<file path="config.mk">
export PLATFORM = sky130hd
export DESIGN_NAME = ctrl_pipe
export DESIGN_NICKNAME = d
export VERILOG_FILES = /design/src/rtl/ctrl_pipe.sv
export SDC_FILE = /design/constraint.sdc
export NUM_CORES = 1
export LEC_CHECK = 0
export ABC_CLOCK_PERIOD_IN_PS = 2400
export BUFFER_PORTS_ARGS = -buffer_cell sky130_fd_sc_hd__buf_4
export CELL_PAD_IN_SITES_DETAIL_PLACEMENT = 0
export CELL_PAD_IN_SITES_GLOBAL_PLACEMENT = 1
export CORE_ASPECT_RATIO = 1.4
export CORE_UTILIZATION = 42
export DETAILED_ROUTE_END_ITERATION = 8
export PLACE_DENSITY = 0.89
export SETUP_SLACK_MARGIN = 0.2
export SKIP_LAST_GASP = 1
export SLEW_MARGIN = 5
export SYNTH_ARGS = -nofsm -noshare
export SYNTH_HDL_FRONTEND = slang
export SYNTH_SLANG_ARGS = --single-unit
export TNS_END_PERCENT = 5
</file>
<file path="constraint.sdc">
create_clock -name clka -period 2.4 [get_ports clka]
set_clock_uncertainty 0.15 [all_clocks]
set_input_delay 0.48 -clock clka [delete_from_list [all_inputs] [get_ports clka]]
set_output_delay 0.48 -clock clka [all_outputs]
set_load 0.005 [all_outputs]
</file>
<file path="src/rtl/ctrl_pipe.sv">
// Parametrised control-signal pipeline (decode -> E/M/W...) with per-stage valid, stall, flush
// and mispredict squash. Define CTRL_PIPE_PERF_EN to add flush/bubble saturating counters.
module ctrl_pipe #(
    parameter int SIG_W    = 8,
    parameter int ALUC_W   = 3,
    parameter int STAGES   = 3,
    parameter int MISP_IDX = 1
) (
    input  logic                       clka,
    input  logic                       rst_n,
    input  logic [SIG_W-1:0]           sig_d,
    input  logic [ALUC_W-1:0]          aluc_d,
    input  logic                       valid_d,
    input  logic [STAGES-1:0]          stall,
    input  logic [STAGES-1:0]          flush,
    input  logic                       pred_take,
    input  logic                       actual_take,
    output logic [STAGES*SIG_W-1:0]    sig_q,
    output logic [STAGES*ALUC_W-1:0]   aluc_q,
    output logic [STAGES-1:0]          valid_q,
    output logic                       stall_dec,
    output logic                       mispredict
`ifdef CTRL_PIPE_PERF_EN
    ,
    output logic [15:0]                flush_cnt,
    output logic [15:0]                bubble_cnt
`endif
);

    logic [STAGES-1:0] hold;
    logic [STAGES-1:0] kill;

    // Only a valid branch in the resolve stage may squash younger work.
    assign mispredict = valid_q[MISP_IDX] & (pred_take ^ actual_take);
    assign stall_dec  = hold[0];

`ifdef CTRL_PIPE_PERF_EN
    logic [STAGES-1:0] ins_bubble;
`endif

    for (genvar gi = 0; gi < STAGES; gi++) begin : g_stage
        logic [SIG_W-1:0]  up_sig;
        logic [ALUC_W-1:0] up_aluc;
        logic              up_valid;
        logic              up_hold;
        logic [SIG_W-1:0]  sig_reg;
        logic [ALUC_W-1:0] aluc_reg;
        logic              valid_reg;

        // A stall anywhere downstream freezes this stage too.
        assign hold[gi] = |stall[STAGES-1:gi];

        if (gi <= MISP_IDX) begin : g_misp
            assign kill[gi] = flush[gi] | mispredict;
        end else begin : g_nomisp
            assign kill[gi] = flush[gi];
        end

        if (gi == 0) begin : g_src_dec
            assign up_sig   = sig_d;
            assign up_aluc  = aluc_d;
            assign up_valid = valid_d;
            assign up_hold  = 1'b0;
        end else begin : g_src_stage
            assign up_sig   = sig_q[(gi-1)*SIG_W +: SIG_W];
            assign up_aluc  = aluc_q[(gi-1)*ALUC_W +: ALUC_W];
            assign up_valid = valid_q[gi-1];
            assign up_hold  = hold[gi-1];
        end

        always_ff @(posedge clka or negedge rst_n) begin
            if (!rst_n) begin
                sig_reg   <= '0;
                aluc_reg  <= '0;
                valid_reg <= 1'b0;
            end else if (kill[gi]) begin
                sig_reg   <= '0;
                aluc_reg  <= '0;
                valid_reg <= 1'b0;
            end else if (hold[gi]) begin
                sig_reg   <= sig_reg;
                aluc_reg  <= aluc_reg;
                valid_reg <= valid_reg;
            end else if (up_hold) begin
                // Upstream is frozen; forwarding it would duplicate the instruction.
                sig_reg   <= '0;
                aluc_reg  <= '0;
                valid_reg <= 1'b0;
            end else begin
                sig_reg   <= up_sig;
                aluc_reg  <= up_aluc;
                valid_reg <= up_valid;
            end
        end

        assign sig_q[gi*SIG_W +: SIG_W]    = sig_reg;
        assign aluc_q[gi*ALUC_W +: ALUC_W] = aluc_reg;
        assign valid_q[gi]                 = valid_reg;

`ifdef CTRL_PIPE_PERF_EN
        if (gi == 0) begin : g_bub_dec
            assign ins_bubble[gi] = ~kill[gi] & ~hold[gi] & ~valid_d;
        end else begin : g_bub_stage
            assign ins_bubble[gi] = ~kill[gi] & ~hold[gi] & hold[gi-1];
        end
`endif
    end

`ifdef CTRL_PIPE_PERF_EN
    logic [15:0] flush_cnt_reg;
    logic [15:0] bubble_cnt_reg;
    logic        flush_evt;
    logic        bubble_evt;

    assign flush_evt  = |(kill & valid_q);
    assign bubble_evt = |ins_bubble;

    always_ff @(posedge clka or negedge rst_n) begin
        if (!rst_n) begin
            flush_cnt_reg  <= '0;
            bubble_cnt_reg <= '0;
        end else begin
            if (flush_evt && flush_cnt_reg != 16'hFFFF)
                flush_cnt_reg <= flush_cnt_reg + 16'd1;
            if (bubble_evt && bubble_cnt_reg != 16'hFFFF)
                bubble_cnt_reg <= bubble_cnt_reg + 16'd1;
        end
    end

    assign flush_cnt  = flush_cnt_reg;
    assign bubble_cnt = bubble_cnt_reg;
`endif

endmodule
</file>
=== Word level (Yosys, flattened, before mapping) ===
Cells that the tools add are included.

* Bits of input ports: 22
* Logic and storage cells: 42
* Output and inout port bits: 38
* Register bits after elaboration: 36

* Equality and inequality tests: 3
* Reduce and logical (&&, ||, !) cells: 2
* Bitwise operators: 4
* Multiplexer cells: 24

{| class="wikitable"
|+ Operator list
! cell !! number
|-
| two-way mux 8 bit || 8
|-
| two-way mux 3 bit || 8
|-
| two-way mux 1 bit || 8
|-
| inequality test 2 x 1 -> 1 bit, second input constant || 2
|-
| OR reduction 3 bit || 1
|-
| inequality test 2 bit, second input constant || 1
|-
| OR 1 bit || 2
|-
| OR reduction 2 bit || 1
|-
| AND 1 bit || 1
|-
| bitwise XOR 1 bit || 1
|}

=== Logic depth before layout (Yosys ltp) ===
Gate-level depths: netlist of the first run.

* Word-level depth: 4
* Gate-level depth with buffers: 6
* Depth with buffers taken out: 2

=== Worst setup path after synthesis of the first run ===
OpenSTA, ideal clock, no wires.

* Path kind: input-to-output
* Start point: in actual_take
* End point: out mispredict
* Data arrival time: 1,275 ps
* Stages on the path: 3
* Data required time: 1,770 ps
* Slack: 495 ps
* Buffers on the path: 1
* Cell sequence: xor2_1 > buf_2 > and2_1

* Cells in the longest elaborated chain, start to end: 2

{| class="wikitable"
|+ Ends and longest elaborated chain
! what !! line !! source
|-
| start: declaration || 17 || <nowiki>input logic actual_take,</nowiki>
|-
| bitwise XOR 1 bit || 34 || <nowiki>assign mispredict = valid_q[MISP_IDX] & (pred_take ^ actual_take);</nowiki>
|-
| AND 1 bit || 34 ||
|-
| end: declaration || 22 || <nowiki>output logic mispredict</nowiki>
|}

Every way passes these cells.

=== Worst setup path in the final report of the first run ===
* Start point: in stall[1]
* End point: out stall_dec

* Cells in the longest elaborated chain, start to end: 1

{| class="wikitable"
|+ Ends and longest elaborated chain
! what !! line !! source
|-
| start: declaration || 14 || <nowiki>input logic [STAGES-1:0] stall,</nowiki>
|-
| OR reduction 3 bit || 51 || <nowiki>assign hold[gi] = |stall[STAGES-1:gi];</nowiki>
|-
| end: declaration || 21 || <nowiki>output logic stall_dec,</nowiki>
|}

Every way passes these cells.

==> results.txt, run 1 <==
final period utilization = 79.6%
worst reg-to-reg path cell count = 3
YS warnings = 0
CTS Buf Count = 5
Port Buf Inserts = 59
area of the multi-input gates = 940 sq um
Area growth syn-to-layout = 25.2%
pwr dens = 517 mW/mm^2
unique cell type count in the Yosys netlist = 19
Setup CP Type = input port to output pin
area of the core = 0.00454 sq mm
FF-to-FF End = g_stage[2].valid_reg
RSZ-0062 raised after global routing = no
Static Leak = 1.01 nW
TritonRoute pass-1 iters = 4
total gr overflow = 0
max_slew headroom = 60.7%
largest net degree at the start of global routing = 74
Power Total = 1.29 mW
Vias per Instance = 5.58
synthesized cell area = 0.00199 sq mm
num ports = 60
Hold Crit Start = flush[2]
root buf cell = clkbuf_8
maximum VDD drop = 0.000222 V
post-synthesis register bit count = 36
MaxCap Viol Count = 0
Slew Limit Fails = 0
layout cell share with drive strength beyond 1 = 44.2%
Avg WL per Cell = 15.4 microns
Hold Path End = g_stage[2].sig_reg[5]
Least-Margin Pin Slew = 0.590 ns
largest family of logic cells by synthesized area = compound AO/OA/AOI/OAI gates
setup ws final = 0.489 ns
mux share of post-synthesis cell area = 0%
first-pass GRT wire length = 7240 microns
post-route setup TNS = 0 ns
Critical Path RT = 1.77 ns
htree depth = 2
adder-cell share of the synthesized area = 0%
commonest non-fill, non-tap cell in the layout = buf_4
Mapped Cells = 176
CTS Sinks = 36
Fin Hold WS = 0.277 ns
initial antenna violation count = 0
Reg area = 901 sq um
most frequent cells in the layout = 61 x buf_4, 36 x dfrtp_1, 24 x or4b_1, 16 x a221oi_2
DRC viols = 0
Crit. End Element = output pin
Mapped Nets = 198
Diodes inserted = 0
GRT Total Usage = 18.5%
highest clock rate = 523 MHz
CTS tree = yes
Synth Area in XOR/XNOR = 0.439%
DPL Wire Length = 2620 microns
initial core utilization = 44.0%
# rows = 29
DIE WIDTH = 60.2 microns
WP data arrival = 1.28 ns
total vias in the final route = 1,557
clk slew on worst S/H paths = 0.07 ns
vias in the first global route = 1,425
Final min period = 1.91 ns
compound-gate portion of the synthesized area = 26.1%
Core Util, Final = 55.1%
Routed Antenna Nets = 0
Final nets = 238
initial drt markers = 78
clk buf depth = 2
R2R Setup Slk = 0.82 ns
Worst Path Max Fanout = 61
Final Hold Viols = 0
worst min path class = input port to register
Fillers = 415
hold depth = 2
syn avg cell area = 11.3 sq um
Worst R2R Start = g_stage[1].valid_reg
simple-gate share of the synthesized area = 20.2%
status = complete, no violations
Die ar. = 0.00503 sq mm
Die Height = 83.5 microns
Clock Latency Late Sink = 0.29 ns
GPL Wtd Cong = 0.720
Setup crit start kind = input port
DRT Wirelength = 4290 microns
Post-Place Worst Slack = 0.484 ns
max reg flops = 24
Final setup violation count = 0
post-synthesis sequential area ratio = 45.2%
-- logic make-up after synthesis --
family,Yosys count
AOI/OAI and AO/OA,60
xor gates and xnor gates,1
buffers and inverters,29
DFF,36
and+or+nand+nor,50
-- worst max-delay path, stage by stage --
cell and delay [ns]:
buf_4 0.25, or3_1 0.41, buf_4 0.14
-- layer usage --
metal	GRT usage [%]	vias up	part of all wire, %
met5	0	-	0
met4	7.61	0	1.8
met3	4.03	7	4.2
met2	27.4	41	50
met1	25.8	738	44
li1	-	771	-
-- worst max path at each step --
stage | start | slack (ns) | endpoint | cells after the start
after global routing | stall[2] | 0.44 | stall_dec | 3
after floorplan | actual_take | 0.50 | mispredict | 3
after detailed placement | stall[1] | 0.48 | stall_dec | 3
after CTS | stall[1] | 0.48 | stall_dec | 3
after global placement | stall[1] | 0.48 | stall_dec | 3
final | stall[1] | 0.49 | stall_dec | 3
-- repair_timing --
item / 4_1_cts / 5_1_grt
gates resized for setup: 0 / 0
hold buffers: 1 / 0
hold endpoints to repair: 11 / 0
endpoints found under the setup margin: 0 / 0
setup buffers: 0 / 0
-- final cells by class --
type	instances	area share (%)
Tap cell	62	3.11
Sequential cell	36	36.1
Clock buffer	5	2.76
Timing Repair Buffer	62	18.7
Clock inverter	3	1.70
Multi-Input combinational cell	111	37.6
-- power breakdown --
part / switching [mW] / leakage [nW] / internal, mW
registers: 0.00634 / 0.500 / 0.614
logic: 0.0917 / 0.460 / 0.0516
clock network: 0.220 / 0.0541 / 0.307
total: 0.318 / 1.01 / 0.973
-- metrics by stage --
stage | cells | cell area, sq um
after floorplan | 176 | 1990
after global placement | 270 | 2380
after detailed placement | 270 | 2380
after CTS | 279 | 2500
after global routing | 279 | 2500
final | 279 | 2500
-- cells in the mapped netlist --
cell type	instances	share of area (%)
buf_2	6	1.5
o31ai_1	12	4.5
xor2_1	1	0.44
a21oi_1	12	3.0
buf_8	1	0.75
a221oi_1	8	3.5
clkbuf_1	14	2.6
and2_1	1	0.31
nand2_1	12	2.3
buf_6	3	1.7
or3b_2	10	4.4
buf_4	3	1.1
or4b_1	24	12
o21ai_0	12	3.0
a221oi_2	16	12
or3_1	1	0.31
buf_1	2	0.38
or3b_1	2	0.88
dfrtp_1	36	45
Note: power is estimated with default switching activity, not from simulation.
==> run 2: changes to the inputs <==
- ABC_CLOCK_PERIOD_IN_PS: 2400 -> 1700
- CORE_UTILIZATION: 42 -> 36
- PLACE_DENSITY: 0.89 -> 0.81
- clock period: 2.4 -> 1.7 ns (I/O delays scaled with it)
==> run 2 against run 1 <==
Effect of this change: largest cell class unchanged; hold slack got worse by 0.12 ns; sequential power increased by 41%; routed wire length increased by 5.9%; largest power group unchanged; register-to-register slack got worse by 0.45 ns; final area increased by 3.6%; highest routed layer unchanged; die area increased by 16%; total power increased by 29%; critical endpoint unchanged; critical path depth unchanged; core utilization decreased by 5.7 points; via count increased by 2.3%.
==> results.txt, run 2 (synthesized netlist as in run 1, its figures left out) <==
Setup CP Type = input port to output pin
Final Instance Area = 0.00259 sq mm (+3.6%)
worst min path class = input port to register
Critical Path RT = 1.21 ns (-0.56 ns)
Critical Path, Cell by Cell = buf_12 -> or3_4 -> buf_4
first-pass GRT wire length = 7600 microns (+4.9%)
Least-Margin Pin Slew = 0.463 ns (-0.127 ns)
DIE WIDTH = 64.9 microns (+7.7%)
slowest cell delay on critical path = 0.37 ns (-0.04 ns)
met1 usage = 20.7% (-5.1 points)
Static Leak = 1.06 nW (+4.3%)
initial core utilization = 38.1% (-5.9 points)
pwr dens = 646 mW/mm^2 (+25%)
vias in the first global route = 1,530 (+7.4%)
num ports = 60 (unchanged)
post-route setup TNS = 0 ns (unchanged)
gr busiest metal = met2
CTS Sinks = 36 (unchanged)
Final Hold Viols = 0 (unchanged)
total vias in the final route = 1,593 (+2.3%)
DRC viols = 0 (unchanged)
most frequent cells in the layout = 60 x buf_4, 36 x dfrtp_1, 24 x or4b_1, 16 x a221oi_2
TritonRoute pass-1 iters = 4 (unchanged)
Vias per Instance = 5.57 (-0.19%)
DRT Wirelength = 4540 microns (+5.9%)
initial drt markers = 75 (-3.8%)
Diodes inserted = 0 (unchanged)
clk slew on worst S/H paths = 0.07 ns (about the same)
met2 Use GR = 26.8% (-0.55 points)
Crit. End Element = output pin
layout cell share with drive strength beyond 1 = 45.0% (+0.76 points)
worst reg-to-reg path cell count = 2 (-1)
CP top delay family = simple AND/OR/NAND/NOR gates
Die Height = 90.1 microns (+7.8%)
total gr overflow = 0 (unchanged)
DPL Wire Length = 2800 microns (+6.7%)
CTS tree = yes
Fillers = 522 (+26%)
Fin Hold WS = 0.157 ns (-0.120 ns)
max_slew headroom = 69.1% (+8.5 points)
MaxCap Viol Count = 0 (unchanged)
status = complete, no violations
WP buf/inv = 2 (unchanged)
Die ar. = 0.00585 sq mm (+16%)
root buf cell = clkbuf_8
commonest non-fill, non-tap cell in the layout = buf_4
Worst Path Max Fanout = 44 (-28%)
Routed Antenna Nets = 0 (unchanged)
Slew Limit Fails = 0 (unchanged)
final period utilization = 88.3%
Core Util, Final = 49.4% (-5.7 points)
met3 Track Usage GR = 3.17% (-0.86 points)
initial antenna violation count = 0 (unchanged)
area of the core = 0.00524 sq mm (+15%)
maximum VDD drop = 0.000250 V (+12%)
max reg flops = 24 (unchanged)
CTS Buf Count = 5 (unchanged)
htree depth = 2 (unchanged)
highest clock rate = 666 MHz
Slowest cell on crit path = or3_4
clk buf depth = 2 (unchanged)
Post-DP Area = 0.00242 sq mm (+1.7%)
Clock Latency Late Sink = 0.28 ns (about the same)
RSZ-0062 raised after global routing = yes
# rows = 31 (+6.9%)
Final min period = 1.50 ns
Port Buf Inserts = 59 (unchanged)
Avg WL per Cell = 15.9 microns (+3.3%)
Area growth syn-to-layout = 29.7%
Setup crit start kind = input port
GRT Total Usage = 16.3% (-2.2 points)
Power Total = 1.67 mW (+29%)
GPL Wtd Cong = 0.680 (-5.6%)
largest net degree at the start of global routing = 53 (-28%)
Final setup violation count = 0 (unchanged)
WP data arrival = 1.01 ns (-0.27 ns)
hold depth = 2 (unchanged)
Final nets = 242 (+1.7%)
critical path depth in cells = 3 (unchanged)
==> run 2: final timing paths <==
path	start	endpoint	slack, ns
max	stall[2]	stall_dec	0.20
min in group asynchronous	rst_n	g_stage[2].aluc_reg[2]	0.40
min reg2reg	g_stage[2].aluc_reg[2]	g_stage[2].aluc_reg[2]	0.38
max reg2reg	g_stage[0].aluc_reg[0]	g_stage[1].aluc_reg[0]	0.37
min	flush[2]	g_stage[2].sig_reg[3]	0.16
max in group asynchronous	rst_n	g_stage[2].sig_reg[5]	0.67
==> run 2: layer usage <==
metal | vias to the layer above | wire [microns]
met5 | - | 0
met4 | 0 | 76
met3 | 7 | 234
met2 | 49 | 2240
met1 | 762 | 1990
li1 | 775 | -
==> run 2: through the flow <==
step / setup WS (ns) / instances
after floorplan: 0.150 / 176
after global placement: 0.0575 / 277
after detailed placement: 0.0296 / 277
after CTS: 0.208 / 286
after global routing: 0.189 / 286
final: 0.198 / 286
==> run 2: timing repair <==
| action | 4_1_cts | 5_1_grt |
|---|---|---|
| resized for setup | 10 | 1 |
| hold endpoints to repair | 36 | 0 |
| pin swaps | 1 | 0 |
| hold buffers | 1 | 0 |
| cloned | 1 | 0 |
| setup buffers | 0 | 0 |
| setup endpoints to repair | 1 | 2 |
==> run 2: where the power goes <==
group	total (mW)	switching, mW	internal (mW)
clock	0.560	0.282	0.278
combinational	0.235	0.133	0.102
sequential	0.876	0.00839	0.867
==> run 2: layout make-up <==
class                   count  area (sq um)  area share [%]
clock buffers               6          72.6            2.81
clock inverters             1          5.00           0.194
multi-input cells         111           945            36.5
flip-flops and latches     36           901            34.8
well taps                  66          82.6            3.19
repair buffers             66           581            22.4
==> run 3: changes to the inputs <==
- CELL_PAD_IN_SITES_DETAIL_PLACEMENT: 0 -> unset
- CELL_PAD_IN_SITES_GLOBAL_PLACEMENT: 1 -> unset
- CORE_UTILIZATION: 36 -> 46
- PLACE_DENSITY: 0.81 -> 0.8
==> run 3 against run 2 <==
Effect of this change: the run now ends with DRC left; die area down 21%; final area down 0.24%; fmax up 0.50%; total power up 3.1%; combinational power about the same; final cell count down 5.6%; clock power up 9.6%; first-iteration DRC count up 56%; sequential cell count unchanged; non-clock buffer count up 4; critical path depth unchanged; sequential share of layout area up 0.13 points; largest cell class unchanged; largest power group unchanged; highest routed layer unchanged.
==> results.txt, run 3 (synthesized netlist as in run 1, its figures left out) <==
Clock Latency Late Sink = 0.29 ns (about the same)
TritonRoute pass-1 iters = 8 (+4)
maximum VDD drop = 0.000358 V (+43%)
Static Leak = 1.08 nW (+1.8%)
CTS tree = yes
status = finished with violations
max_slew headroom = 70.3% (+1.2 points)
WP data arrival = 1.00 ns (about the same)
post-route setup TNS = 0 ns (unchanged)
combinational group share of total power = 13.5% (-0.6 points)
Cells after DPL = 259 (-6.5%)
Int Pwr = 1.29 mW (+3.5%)
Area growth syn-to-layout = 29.4%
largest net degree at the start of global routing = 50 (-5.7%)
Least-Margin Pin Slew = 0.446 ns (-0.0174 ns)
pwr dens = 668 mW/mm^2 (+3.3%)
GPL Wtd Cong = 0.709 (+4.3%)
# rows = 28 (-9.7%)
clk buf depth = 2 (unchanged)
Final setup violation count = 0 (unchanged)
switching part of the total = 25.1% (-0.27 points)
RSZ-0062 raised after global routing = yes
Crit. End Element = output pin
initial core utilization = 47.4% (+9.4 points)
Setup CP Type = input port to output pin
Die Height = 79.9 microns (-11%)
CTS Sinks = 36 (unchanged)
num ports = 60 (unchanged)
DRT Wirelength = 4370 microns (-3.7%)
root buf cell = clkbuf_8
setup ws final = 0.206 ns (+0.00750 ns)
Vias per Instance = 6.00 (+7.8%)
final period utilization = 87.9% (-0.44 points)
Core Util, Final = 61.4% (+12 points)
vias in the first global route = 1,487 (-2.8%)
Worst Path Max Fanout = 49 (+11%)
initial drt markers = 117 (+56%)
clock share of power = 35.6% (+2.1 points)
most frequent cells in the layout = 65 x buf_4, 35 x dfrtp_1, 24 x or4b_1, 16 x a221oi_2
Layout Cells excl Fill = 270 (-5.6%)
CTS Buf Count = 5 (unchanged)
Die ar. = 0.00461 sq mm (-21%)
Post-Place Worst Slack = 0.0300 ns (+0.000402 ns)
total gr overflow = 0 (unchanged)
total vias in the final route = 1,621 (+1.8%)
area of the core = 0.00420 sq mm (-20%)
Critical Path RT = 1.21 ns (about the same)
Flop pwr share = 50.8% (-1.6 points)
violated checks = DRC
worst reg-to-reg path cell count = 2 (unchanged)
Port Buf Inserts = 59 (unchanged)
DPL Wire Length = 2720 microns (-3.0%)
clk slew on worst S/H paths = 0.07 ns (about the same)
worst min path class = input port to register
Slew Limit Fails = 0 (unchanged)
hold depth = 2 (unchanged)
Final nets = 246 (+1.7%)
Avg WL per Cell = 16.2 microns (+2.0%)
Diodes inserted = 0 (unchanged)
initial antenna violation count = 0 (unchanged)
Setup crit start kind = input port
MaxCap Viol Count = 0 (unchanged)
GRT Total Usage = 20.5% (+4.2 points)
htree depth = 2 (unchanged)
highest clock rate = 669 MHz (+0.50%)
first-pass GRT wire length = 7260 microns (-4.4%)
DRC viols = 5 (+5)
Switch Pwr = 0.432 mW (+2.0%)
Routed Antenna Nets = 0 (unchanged)
layout cell share with drive strength beyond 1 = 46.7% (+1.7 points)
Final min period = 1.49 ns (-0.00750 ns)
Final Hold Viols = 0 (unchanged)
max reg flops = 24 (unchanged)
DIE WIDTH = 57.7 microns (-11%)
commonest non-fill, non-tap cell in the layout = buf_4
-- run 3: changes by cell type in the layout (fill, tap and decap cells not counted), sizes merged --
cell,before,now
buf,64,68
clkinv,1,2
-- run 3: repair_timing --
action	CTS	global route
gates cloned	1	0
resized for setup	9	0
hold buffers	1	0
hold endpoints to repair	36	0
pin swaps	1	0
buffers inserted	0	1
setup endpoints to repair	2	2
-- run 3: final timing paths --
kind | from | slack, ns | endpoint
worst max register to register | g_stage[0].aluc_reg[0] | 0.35 | g_stage[1].aluc_reg[0]
worst max-delay path | stall[1] | 0.21 | stall_dec
worst min-delay path | flush[2] | 0.15 | g_stage[2].aluc_reg[0]
min in group asynchronous | rst_n | 0.39 | g_stage[2].sig_reg[7]
worst min register to register | g_stage[2].sig_reg[2] | 0.38 | g_stage[2].sig_reg[2]
max in group asynchronous | rst_n | 0.67 | g_stage[1].valid_reg
-- run 3: area by class of cell --
| cell class | count | area [sq um] |
|---|---|---|
| fillers | 340 | 1620 |
| flip-flops and latches | 36 | 902 |
| clock buffers | 6 | 82.6 |
| repair buffers | 70 | 589 |
| multi-input cells | 111 | 940 |
| clock inverters | 2 | 10.0 |
| well taps | 45 | 56.3 |
-- run 3: per-layer routing --
layer	wire (microns)	GRT usage [%]
met1	1810	24.9
met2	2300	34.2
met3	168	4.54
met4	92	9.52
met5	0	0
-- run 3: worst max-delay path, cell delays in order --
cell	delay, ns
buf_12	0.15
or3_1	0.37
buf_4	0.14
-- run 3: power by group through the flow --
stage          registers [mW]  logic, mW  clock network [mW]
6_report                0.875      0.233               0.614
5_1_grt                 0.876      0.254               0.667
4_1_cts                 0.876      0.235               0.629
3_5_place_dp            0.892      0.211                   0
3_3_place_gp            0.892      0.210                   0
2_1_floorplan           0.891      0.124                   0
-- run 3: stage by stage --
step	area (sq um)	hold slack (ns)	power [mW]
after floorplan	2010	-0.106	1.02
after global placement	2400	0.172	1.10
after detailed placement	2400	0.166	1.10
after CTS	2570	0.148	1.74
after global routing	2580	0.144	1.80
final	2580	0.150	1.72
